[src/rtl/dco_freq_cal.sv]
// Closed-loop DCO coarse-code calibration: SAR search over the coarse code, then
// optional +/-1 drift tracking with a hysteresis dead-band.
module dco_freq_cal #(
  parameter int unsigned CODE_W     = 4,
  parameter int unsigned CNT_W      = 16,
  parameter int unsigned WIN_W      = 16,
  parameter int unsigned SETTLE_CYC = 8,
  parameter int unsigned HYST       = 2
) (
  input  logic              clk,
  input  logic              rst,
  input  logic              start,
  input  logic              abort,
  input  logic              track_en,
  input  logic [WIN_W-1:0]  win_len,
  input  logic [CNT_W-1:0]  target,
  input  logic              dco_tick,
  output logic [CODE_W-1:0] coarse_code,
  output logic              dco_clk_en,
  output logic              busy,
  output logic              locked,
  output logic [CNT_W-1:0]  meas_cnt,
  output logic              meas_valid,
  output logic              sat_err
);

  localparam int unsigned BIT_W = (CODE_W > 1) ? $clog2(CODE_W) : 1;

  localparam logic [2:0] ST_IDLE    = 3'd0;
  localparam logic [2:0] ST_SETTLE  = 3'd1;
  localparam logic [2:0] ST_MEASURE = 3'd2;
  localparam logic [2:0] ST_DECIDE  = 3'd3;
  localparam logic [2:0] ST_DONE    = 3'd4;

  localparam logic [CODE_W-1:0] CODE_MID    = CODE_W'(1) << (CODE_W - 1);
  localparam logic [CODE_W-1:0] CODE_MAX    = '1;
  localparam logic [WIN_W-1:0]  SETTLE_LOAD = WIN_W'(SETTLE_CYC - 1);
  localparam logic [CNT_W:0]    HYST_X      = (CNT_W + 1)'(HYST);

  logic [2:0]        state_q, state_d;
  logic [BIT_W-1:0]  bit_q, bit_d;
  logic              track_q, track_d;
  logic [WIN_W-1:0]  tmr_q, tmr_d;
  logic [CNT_W-1:0]  cnt_q, cnt_d;
  logic [CNT_W-1:0]  tgt_q, tgt_d;
  logic [WIN_W-1:0]  win_q, win_d;
  logic [CODE_W-1:0] code_d, code_tmp;
  logic [CNT_W-1:0]  meas_cnt_d;
  logic              meas_valid_d, busy_d, locked_d, clk_en_d, sat_d;
  logic [CNT_W:0]    cnt_x, tgt_x;

  // Widened by one bit so target+HYST cannot wrap.
  assign cnt_x = {1'b0, cnt_q};
  assign tgt_x = {1'b0, tgt_q};

  // Next-state and next-output logic
  always_comb begin
    state_d      = state_q;
    bit_d        = bit_q;
    track_d      = track_q;
    tmr_d        = tmr_q;
    cnt_d        = cnt_q;
    tgt_d        = tgt_q;
    win_d        = win_q;
    code_d       = coarse_code;
    code_tmp     = coarse_code;
    meas_cnt_d   = meas_cnt;
    meas_valid_d = 1'b0;
    busy_d       = busy;
    locked_d     = locked;
    clk_en_d     = dco_clk_en;
    sat_d        = sat_err;

    if (abort) begin
      state_d  = ST_IDLE;
      busy_d   = 1'b0;
      locked_d = 1'b0;
      clk_en_d = 1'b0;
      track_d  = 1'b0;
    end else begin
      case (state_q)
        ST_IDLE, ST_DONE: begin
          if (start) begin
            tgt_d    = target;
            win_d    = win_len;
            bit_d    = BIT_W'(CODE_W - 1);
            code_d   = CODE_MID;
            clk_en_d = 1'b1;
            busy_d   = 1'b1;
            locked_d = 1'b0;
            sat_d    = 1'b0;
            track_d  = 1'b0;
            tmr_d    = SETTLE_LOAD;
            state_d  = ST_SETTLE;
          end
        end
        ST_SETTLE: begin
          if (tmr_q == '0) begin
            // A zero-length window behaves as one cycle.
            tmr_d   = (win_q == '0) ? '0 : win_q - WIN_W'(1);
            cnt_d   = '0;
            state_d = ST_MEASURE;
          end else begin
            tmr_d = tmr_q - WIN_W'(1);
          end
        end
        ST_MEASURE: begin
          if (dco_tick && (cnt_q != '1)) cnt_d = cnt_q + CNT_W'(1);
          if (tmr_q == '0) state_d = ST_DECIDE;
          else             tmr_d   = tmr_q - WIN_W'(1);
        end
        ST_DECIDE: begin
          meas_cnt_d   = cnt_q;
          meas_valid_d = 1'b1;
          tmr_d        = SETTLE_LOAD;
          if (!track_q) begin
            if (cnt_x > tgt_x) code_tmp[bit_q] = 1'b0;
            if (bit_q != '0) begin
              code_tmp[bit_q - BIT_W'(1)] = 1'b1;
              bit_d   = bit_q - BIT_W'(1);
              state_d = ST_SETTLE;
            end else begin
              locked_d = 1'b1;
              if (track_en) begin
                track_d = 1'b1;
                state_d = ST_SETTLE;
              end else begin
                busy_d  = 1'b0;
                state_d = ST_DONE;
              end
            end
            code_d = code_tmp;
          end else begin
            if (cnt_x > tgt_x + HYST_X) begin
              if (coarse_code == '0) sat_d  = 1'b1;
              else                   code_d = coarse_code - CODE_W'(1);
            end else if (cnt_x + HYST_X < tgt_x) begin
              if (coarse_code == CODE_MAX) sat_d  = 1'b1;
              else                         code_d = coarse_code + CODE_W'(1);
            end
            if (track_en) begin
              state_d = ST_SETTLE;
            end else begin
              track_d = 1'b0;
              busy_d  = 1'b0;
              state_d = ST_DONE;
            end
          end
        end
        default: state_d = ST_IDLE;
      endcase
    end
  end

  // State and output registers
  always_ff @(posedge clk or posedge rst) begin
    if (rst) begin
      state_q     <= ST_IDLE;
      bit_q       <= '0;
      track_q     <= 1'b0;
      tmr_q       <= '0;
      cnt_q       <= '0;
      tgt_q       <= '0;
      win_q       <= '0;
      coarse_code <= CODE_MID;
      meas_cnt    <= '0;
      meas_valid  <= 1'b0;
      busy        <= 1'b0;
      locked      <= 1'b0;
      dco_clk_en  <= 1'b0;
      sat_err     <= 1'b0;
    end else begin
      state_q     <= state_d;
      bit_q       <= bit_d;
      track_q     <= track_d;
      tmr_q       <= tmr_d;
      cnt_q       <= cnt_d;
      tgt_q       <= tgt_d;
      win_q       <= win_d;
      coarse_code <= code_d;
      meas_cnt    <= meas_cnt_d;
      meas_valid  <= meas_valid_d;
      busy        <= busy_d;
      locked      <= locked_d;
      dco_clk_en  <= clk_en_d;
      sat_err     <= sat_d;
    end
  end

endmodule

[config.mk]
export PLATFORM = sky130hd
export DESIGN_NAME = dco_freq_cal
export DESIGN_NICKNAME = d
export VERILOG_FILES = /design/src/rtl/dco_freq_cal.sv
export SDC_FILE = /design/constraint.sdc
export NUM_CORES = 1
export LEC_CHECK = 0
export ABC_AREA = 0
export BUFFER_PORTS_ARGS = -buffer_cell sky130_fd_sc_hd__buf_2
export CORE_UTILIZATION = 51
export DETAILED_ROUTE_END_ITERATION = 7
export GPL_TIMING_DRIVEN = 0
export PLACE_DENSITY = 0.7
export RECOVER_POWER = 100
export SETUP_SLACK_MARGIN = 0.5
export SYNTH_ARGS = -nofsm -noshare
export SYNTH_HDL_FRONTEND = slang
export SYNTH_SLANG_ARGS = --single-unit
[constraint.sdc]
create_clock -name clk -period 5.1 [get_ports clk]
set_input_delay 1.02 -clock clk [delete_from_list [all_inputs] [get_ports clk]]
set_output_delay 1.02 -clock clk [all_outputs]
set_load 0.02 [all_outputs]
Yosys cells after proc, flatten, opt, wreduce, memory -nomap -nowiden
Index checks and enable logic that the tools add are counted.
W data, S select, Z words.
- bits in registers: 95
- input bits: 38
- logic and storage cells: 147
- output and inout port bits: 25
- magnitude comparators: 7
- reductions and logical operators: 27
- equal/unequal tests: 25
- $add $sub $neg: 8
- muxes and demuxes: 62
- bitwise logic cells: 4
- operators by type and width (cell ; count):
    $mux W16 ; 6
    $pmux W16 S4 ; 1
    $mux W4 ; 11
    $add A16 B2 Y17 const B ; 2
    $logic_not A16 Y1 ; 2
    $pmux W16 S2 ; 1
    $sub A16 B1 Y16 const B ; 2
    $mux W1 ; 24
    $ne A3 B3 Y1 const B ; 8
    $mux W3 ; 7
    $gt A16 B17 Y1 ; 1
    $lt A17 B16 Y1 ; 1
    $add A16 B1 Y16 const B ; 1
    $gt A16 B16 Y1 ; 1
    $ne A16 B16 Y1 const B ; 1
    $ne A4 B4 Y1 const B ; 4
    $ne A2 B2 Y1 const B ; 7
    $pmux W3 S4 ; 1
    $reduce_and A4 Y1 ; 3
    $reduce_bool A2 Y1 ; 5
    $reduce_and A3 Y1 ; 3
    $pmux W1 S2 ; 4
    $pmux W4 S2 ; 1
    $reduce_and A7 Y1 ; 1
    25 further kinds ; 35

Depth between registers and ports, before layout
Gate-level depths: netlist (run 1).
- word-level depth: 14
- depth in mapped cells: 19
- mapped depth without buffers: 19

Worst setup path before layout (run 1)
OpenSTA, ideal clock, no wires.
- path kind: register -> register
- start point: register tgt_q[1]
- end point: register coarse_code[1]
- buffers on the path: 0
- library setup time: 0.125 ns
- setup slack: 1.484 ns
- data required time: 4.975 ns
- cell stages (with the launch flop): 18
- period minus slack after synthesis: 3.616 ns
- arrival time: 3.491 ns
- path through: dfrtp_1 ha_1 inv_1 nor2_1 nand3_1 nor3_1 xnor2_1 ha_1 nand4_1 nor3_1 a221oi_1 a21o_1 inv_1 fa_1 o21ai_0 nand4_1 o2111a_1 mux2_2
- word-level cells in the longest chain between the ends: 9
- elaborated cells between the ends (all ways): 17
- classes of those cells: add/sub: 1; order compare: 3; eq/ne: 3; mux: 8; bitwise: 1; reduce/logical: 1
- ends and longest elaborated chain (what ; RTL line ; text):
    start: declaration ; 45 ; logic [CNT_W-1:0] tgt_q, tgt_d;
    start signal: assignment ; 178 ; tgt_q <= tgt_d;
    branches (longest 9 deep; another with $add A16 B2 Y17) ; - ;
    end signal: assignment ; 180 ; coarse_code <= code_d;
    end: declaration ; 18 ; output logic [CODE_W-1:0] coarse_code,
Parallel ways; which one is timed is not known. The select of a mux whose other input is x is not followed.
A chain may end at the register's enable or synchronous reset.

Final worst setup path (run 1)
Same ends and word-level chain as after synthesis.

==> impl_results.md, run 1 <==
* Via count at around 5,700
* WHS at 0.5074 ns
* Ys flop type: dfrtp_1
* Fmax at about 240 MHz
* Syn_nets at slightly above 800
* Pwr Density at around 320 nW/um2
* Synth area leader: dfrtp_1
* Final cycle utilization of the critical path at 0.8190
* Clk_lat worst skew at about 0.35 ns
* H-Tree Depth at 3
* Maximum vdd drop at 266.4 uV
* Pleak at 3.284 nW
* Area share of the largest cell type after synthesis at 0.3682
* Kind of critical path: reg2reg
* Max_slew headroom at -0.2781
* Violated checks: max-capacitance violations, max-slew violations
* Clock sink count at 95
* Placed cells at between 900 and 1,000
* Clock share of power at 0.339
* Final Total Pwr at between 2 and 2.5 mW
* Final hold violation count at 0
* Total gr overflow at 0
* Pint at between 1.5 and 2 mW
* Adder-Cell Fraction of Synth Area at 0.1148
* Final Wtd Congestion at around 0.9
* Clk slew on worst S/H paths at roughly 0.07 ns
* Critical Path Start Type: flip-flop
* Final std cells w/o fill at 981
* Xor and xnor area share after synthesis at 0.06718
* Hpwl dp at 12.60 mm
* Largest family of logic cells by synthesized area: simple AND/OR/NAND/NOR gates
* Starting density of the core at 0.5275
* Die H at about 110 um
* Synth Instances at approximately 730
* Simple-Gate Fraction of Synth Area at 0.2154
* Post-CTS setup buffer count at 0
* Sequential power share at 0.410
* CTS buffer count at 9
* Seq/Total Area, Yosys at 0.3723
* Core ar. at 12,110 um2
* Max FO, Critical Path at 7
* Setup violations, final at 0
* Vias in the first global route at ~5,500
* Worst Setup End Kind: flip-flop
* Post-DP Area at 6939 um2
* Yosys warns at 0
* Pre-CTS WS at around 0.81 ns
* DR pass1 iterations at 7
* Iteration-0 DRC Markers at 473
* Minimum clock period at between 4 and 5 ns
* Crit path required time at between 5 and 6 ns
* Residual DRC at 0
* Max Transition Viols Final at between 40 and 50
* Nets at ~900
* Antenna violations before repair at 0
* Synth area leaders: dfrtp_1, ha_1, nand2_1
* GRT Resource Usage Total at 0.2739
* Final instance area at 7222 um2
* CTS tree: done
* Root Driver: clkbuf_16
* Comb power frac at 0.252
* Worst setup margin at a little over 0.9 ns
* Vias per cell at around 5.8
* Max-Cap Viols at 1
* Row count at 40
* Share of cells above drive strength 1 at 0.1009
* TNS Setup at 0 ns
* Async SR Flop Fraction at 1.000
* Switching power at ~770 uW
* Synthesized cell area at 6389 um2
* Mux cell area share after synthesis at 0.03329
* RSZ-0062 raised after global routing: false
* Max clock buf depth at 2
* Compound-Gate Fraction of Synth Area at 0.1594
* Post-synth EDFFs at 0
* Routed Wire Length at roughly 17 mm
* PortBufs at between 60 and 70
* Status: finished, violations left
* Pin count of the biggest net entering global routing at 56
* Cts hold-fix bufs at 0
* Antenna diode count at 0
* Final core utilization at 0.5963
* WP data arrival at ~4.4 ns
* Routed len/inst at approximately 17 um
* Post-route ant nets at 0
* Sw Share at 0.3317
* Worst Hold Class: reg2reg
* Die ar. at between 10,000 and 15,000 um2
* # IOs at 63
* Mean Syn Cell Area at approximately 8.7 um2
* First-pass GRT wire length at about 28 mm
* Layout Skew at 0.006312 ns
* Seq cells post-synth at between 90 and 100
* Distinct cells, synth at 66
* Slew @ Worst Pin at 1.907 ns
* DIE WIDTH at 113.9 um
* P&R area growth vs syn at 13.04%
## synth_stat cells, types with 14 or more instances
master    count
nor2_1       69
xnor2_1      35
mux2_2       18
a21oi_1      42
xor2_1       14
nand3_1      27
nand4_1      21
clkbuf_1     24
nor3_1       18
nand2_1      99
inv_1        35
ha_1         57
o21ai_0      58
dfrtp_1      94
## repair_timing
action,4_1_cts,5_1_grt
endpoints found under the hold margin,0,0
resized for setup,0,1
endpoints found under the setup margin,0,3
## worst paths after layout
kind,startpoint,end,slack (ns),depth (start not counted)
max reg2reg,tgt_q[1],coarse_code[1],0.92,17
max in group asynchronous,rst,coarse_code[3],2.96,3
min in group asynchronous,rst,tgt_q[14],1.15,2
max,tgt_q[1],coarse_code[1],0.92,17
min reg2reg,meas_cnt[13],meas_cnt[13],0.51,1
min,meas_cnt[13],meas_cnt[13],0.51,1
## registers in the layout (all words and copies together) (netlist names), 2 cells and up
signal	count
bit_q	2
cnt_q	16
coarse_code	4
meas_cnt	16
state_q	3
tgt_q	16
tmr_q	16
win_q	16
## power by group through the flow
stage	Combinational (mW)	Clock (mW)	Sequential, mW
after floorplan	0.422	0	0.932
after global placement	0.548	0	0.951
after detailed placement	0.578	0	0.954
after CTS	0.585	0.804	0.943
after global routing	0.663	0.820	0.961
final	0.582	0.784	0.947
## logic make-up after synthesis
family          count (synthesis)
mux                            19
flops                          95
xor+xnor                       49
compound gates                164
simple gates                  286
buf+inv                        63
fa+ha+maj                      58
## metal layers
| layer | vias to the layer above | global-route usage | part of all wire |
|---|---|---|---|
| li1 | 2772 | - | - |
| met4 | 0 | 0.1022 | 0.022 |
| met1 | 2690 | 0.3908 | 0.48 |
| met2 | 195 | 0.4170 | 0.43 |
| met3 | 25 | 0.04676 | 0.060 |
| met5 | - | 0 | 0 |
## area by class of cell
cell class	instances	area, um2
buffer	28	105.1
clock buffer	9	225.2
clock inverter	7	120.1
timing repair buffer	63	305.3
fill	1175	4890
inverter	35	132.6
sequential	95	2379
tap	168	210.2
multi-input combinational	576	3745
## placed cells by master, fill, tap and decap left out, types with 4 or more instances in the layout
cell,Yosys,layout
dfrtp_1,94,94
nor4_1,9,10
a31oi_1,8,8
a21oi_1,42,42
buf_2,3,36
a22o_1,4,4
o21ai_0,58,58
clkbuf_16,0,9
ha_1,57,57
or3_1,8,8
o211ai_1,6,6
mux2_2,18,18
nand2b_1,5,5
nand3_1,27,27
clkbuf_1,24,54
xor2_1,14,14
a21o_1,6,6
inv_1,35,34
xnor2_1,35,35
nand2_1,99,99
nand4_1,21,21
nor2b_1,4,4
a211oi_1,5,5
nor2_1,69,69
o31ai_1,3,4
o22ai_1,4,4
nor3_1,18,19
## critical path: stages, from the launching register on
cell and delay [ns]:
dfrtp_1 0.42, ha_1 0.23, inv_1 0.06, nor2_1 0.23
nand3_1 0.19, nor3_1 0.20, xnor2_1 0.16, ha_1 0.28
a21oi_1 0.18, nand2_1 0.09, a221oi_2 0.44, a21o_1 0.23
inv_1 0.14, fa_1 0.50, o21ai_0 0.20, nand4_1 0.12
o2111a_1 0.14, mux2_2 0.26
No activity file was read; power rests on OpenSTA's default activity.
==> inputs of run 2 (changes only) <==
ABC_AREA = 1   (was 0)
clock period = 4.1 ns   (was 5.1 ns; I/O delays follow)
==> impl_results.md, run 2 <==
* Critical Path Start Type: flip-flop
* DIE WIDTH at 119.3 um (+4.7%)
* Area share of the largest cell type after synthesis at 0.3352 (-0.03302)
* Kind of critical path: reg2reg
* Antenna violations before repair at 0 (unchanged)
* Synth area leader: dfrtp_1
* Max clock buf depth at 2 (unchanged)
* Crit path buffers/inverters at 3 (+1)
* Minimum clock period at 3.667 ns (-0.5099 ns)
* Vias in the first global route at 5,808 (+4.7%)
* Reg2reg path depth at 29 (+12)
* Placed cells at 1,202 (+25%)
* Hpwl dp at 13.32 mm (+5.8%)
* Vias per cell at 5.149 (-11%)
* Iteration-0 DRC Markers at 354 (-25%)
* Pin count of the biggest net entering global routing at 52 (-7.1%)
* Final hold violation count at 0 (unchanged)
* Layout filler cell count at 1,368 (+16%)
* Simple-Gate Fraction of Synth Area at 0.2984 (+0.08302)
* Final cycle utilization of the critical path at 0.8943 (+0.07538)
* Row count at 42 (+5.0%)
* Share of cells above drive strength 1 at 0.1180 (+0.01712)
* Worst Setup End Kind: flip-flop
* Clk slew on worst S/H paths at 0.07 ns (about the same)
* Final std cells w/o fill at 1,227 (+25%)
* Final Total Pwr at 5.106 mW (+120%)
* R2r startpoint: tgt_q[2]
* WP data arrival at 3.97 ns (-0.44 ns)
* Final Wtd Congestion at 0.8863 (-1.9%)
* Max FO, Critical Path at 4 (-3)
* Max_slew headroom at -0.5170 (-0.2388)
* Crit path max-delay family: simple AND/OR/NAND/NOR gates
* Sw Share at 0.4757 (+0.1440)
* Routed Wire Length at 17.13 mm (+3.2%)
* Worst Hold Class: reg2reg
* Final core utilization at 0.5877 (-0.008542)
* Reg2reg setup slack at 0.43 ns (-0.49 ns)
* Comb power frac at 0.495 (+0.243)
* Most common cell after layout, fill and taps aside: nand2_1
* Mean Syn Cell Area at 7.288 um2 (-16%)
* Pint at 2.677 mW (+73%)
* Clock share of power at 0.175 (-0.164)
* Post-synth EDFFs at 0 (unchanged)
* GRT Resource Usage Total at 0.2563 (-0.01756)
* RSZ-0062 raised after global routing: true
* Crit path required time at 4.41 ns (-0.93 ns)
* Residual DRC at 0 (unchanged)
* Starting density of the core at 0.5258 (-0.001701)
* Synth area leaders: dfrtp_1, nand2_1, ha_1
* CTS buffer count at 9 (unchanged)
* Total gr overflow at 0 (unchanged)
* Routed len/inst at 13.96 um (-17%)
* Top cells by count, synth: nand2_1, inv_1, nor2_1, dfrtp_1, o21ai_0
* Synthesized cell area at 7018 um2 (+9.9%)
* Switching power at 2.429 mW (+220%)
* Setup violations, final at 0 (unchanged)
* WHS Path Cells at 2 (+1)
* # IOs at 63 (unchanged)
* Pleak at 3.996 nW (+22%)
* Nets at 1,142 (+26%)
* Sequential power share at 0.331 (-0.079)
* Hold Path End: meas_cnt[9]
* Pwr Density at 650.8 nW/um2 (+100%)
* Yosys warns at 0 (unchanged)
* Most used cell, CP: nand2_1
* P&R area growth vs syn at 11.78%
* First-pass GRT wire length at 28.62 mm (+3.5%)
* CTS tree: done
* Largest family of logic cells by synthesized area: simple AND/OR/NAND/NOR gates
* PortBufs at 62 (unchanged)
* Most frequent cells in the layout: nand2_1, inv_1, nor2_1, dfrtp_1, o21ai_0
* Max Transition Viols Final at 52 (+27%)
* Synth Instances at 963 (+31%)
* Core ar. at 13,350 um2 (+10%)
* Cts hold-fix bufs at 0 (unchanged)
* Violated checks: max-capacitance violations, max-slew violations
* H-Tree Depth at 3 (unchanged)
* Fmax at 272.7 MHz (+14%)
* DR pass1 iterations at 5 (-2)
* Worst path max stage delay at 0.38 ns (-0.12 ns)
* Distinct cells, synth at 46 (-30%)
* Adder-Cell Fraction of Synth Area at 0.1045 (-0.01029)
* Antenna diode count at 0 (unchanged)
* Mux cell area share after synthesis at 0 (-0.03329)
* Min-delay src: meas_cnt[9]
* Root Driver: clkbuf_16
* Xor and xnor area share after synthesis at 0.04867 (-0.01850)
* FF-to-FF End: coarse_code[3]
* Most common cell in the netlist: nand2_1
* Seq/Total Area, Yosys at 0.3389 (-0.03339)
* Slew @ Worst Pin at 2.263 ns (+0.3563 ns)
* Maximum vdd drop at 278.1 uV (+4.4%)
* Syn_nets at 1,059 (+28%)
* Compound-Gate Fraction of Synth Area at 0.1275 (-0.03195)
* CP max stage cell: dfrtp_1
* Die H at 119.3 um (+4.7%)
* Clock sink count at 95 (unchanged)
* Clk_lat worst skew at 0.36 ns (about the same)
* Status: finished, violations left
* Via count at 6,318 (+11%)
* Ys flop type: dfrtp_1
* Post-route ant nets at 0 (unchanged)
* Async SR Flop Fraction at 1.000 (unchanged)
* Layout Skew at 0.006285 ns (-0.00002628 ns)
* Seq cells post-synth at 95 (unchanged)
* Max-Cap Viols at 1 (unchanged)
* Die ar. at 14,230 um2 (+9.7%)
==> run 2: changes by cell type after synthesis, sizes merged, moves of 8 or more <==
cell / previous run / this run
a21oi: 42 / 55
a21boi: 1 / 10
a31oi: 8 / 0
xnor2: 35 / 6
nand4: 21 / 11
xor2: 14 / 33
nand3: 27 / 47
nor2: 69 / 117
o21ai: 58 / 75
clkbuf: 24 / 7
or3: 9 / 0
mux2: 18 / 0
nand2: 99 / 262
inv: 35 / 133
==> run 2: final cells by class <==
class	count	area (um2)	share of cell area
plain buffers	14	63.81	0.008134
clock buffers	11	242.7	0.03094
clock inverters	5	62.56	0.007974
inverters	135	514.2	0.06555
multi-input cells	719	4011	0.5113
flip-flops and latches	95	2379	0.3032
well taps	176	220.2	0.02807
repair buffers	72	351.6	0.04482
==> run 2: layer usage <==
layer,routed length [um],part of all wire,global-route usage,vias to the layer above
met2,7502,0.44,0.3906,141
met3,743,0.043,0.03688,18
li1,-,-,-,3274
met4,202,0.012,0.07813,0
met5,0,0,0,-
met1,8682,0.51,0.3749,2885
==> run 2: cell families (layout without fill, tap and decap cells) <==
group / count (synthesis) / in the layout
and+or+nand+nor: 464 / 464
AOI/OAI and AO/OA: 158 / 158
buffers and inverters: 149 / 237
DFF: 95 / 95
adders and majority gates: 58 / 58
xor gates and xnor gates: 39 / 39
==> run 2: per-stage QoR <==
stage	setup TNS [ns]	hold slack, ns	setup slack (ns)	cell area [um2]
after floorplan	0	0.4459	0.8046	7018
after global placement	-39.73	0.4552	-0.4308	7548
after detailed placement	0	0.4568	0.4713	7579
after CTS	0	0.4743	0.5390	7899
after global routing	0	0.4981	0.05733	7845
final	0	0.4733	0.4332	7845
==> run 2: tightest hold or removal path: stages, from the launching register on <==
cell     delay [ns]
dfrtp_1        0.35
nand2_1        0.05
nand2_1        0.04
==> run 2: worst max path at each step <==
stage             start        endpoint  slack (ns)  cells past startpoint
6_report       tgt_q[2]  coarse_code[3]        0.43                     29
5_1_grt        tgt_q[2]  coarse_code[3]        0.06                     29
4_1_cts        tgt_q[1]  coarse_code[3]        0.54                     29
3_5_place_dp   tgt_q[2]  coarse_code[3]        0.47                     29
3_3_place_gp        rst  coarse_code[0]       -0.43                      2
2_1_floorplan       rst        bit_q[0]        0.80                      1
==> run 2: what timing repair did <==
item | CTS | global route
setup buffers | 1 | 8
pin swaps | 1 | 19
setup endpoints to repair | 1 | 2
gates resized for setup | 2 | 14
==> run 2: power by group through the flow <==
| stage | combinational [mW] | sequential (mW) | clock [mW] |
|---|---|---|---|
| 2_1_floorplan | 1.84 | 1.71 | 0 |
| 3_3_place_gp | 2.47 | 1.68 | 0 |
| 3_5_place_dp | 2.54 | 1.69 | 0 |
| 4_1_cts | 2.58 | 1.68 | 0.907 |
| 5_1_grt | 2.90 | 1.74 | 0.942 |
| 6_report | 2.53 | 1.69 | 0.892 |
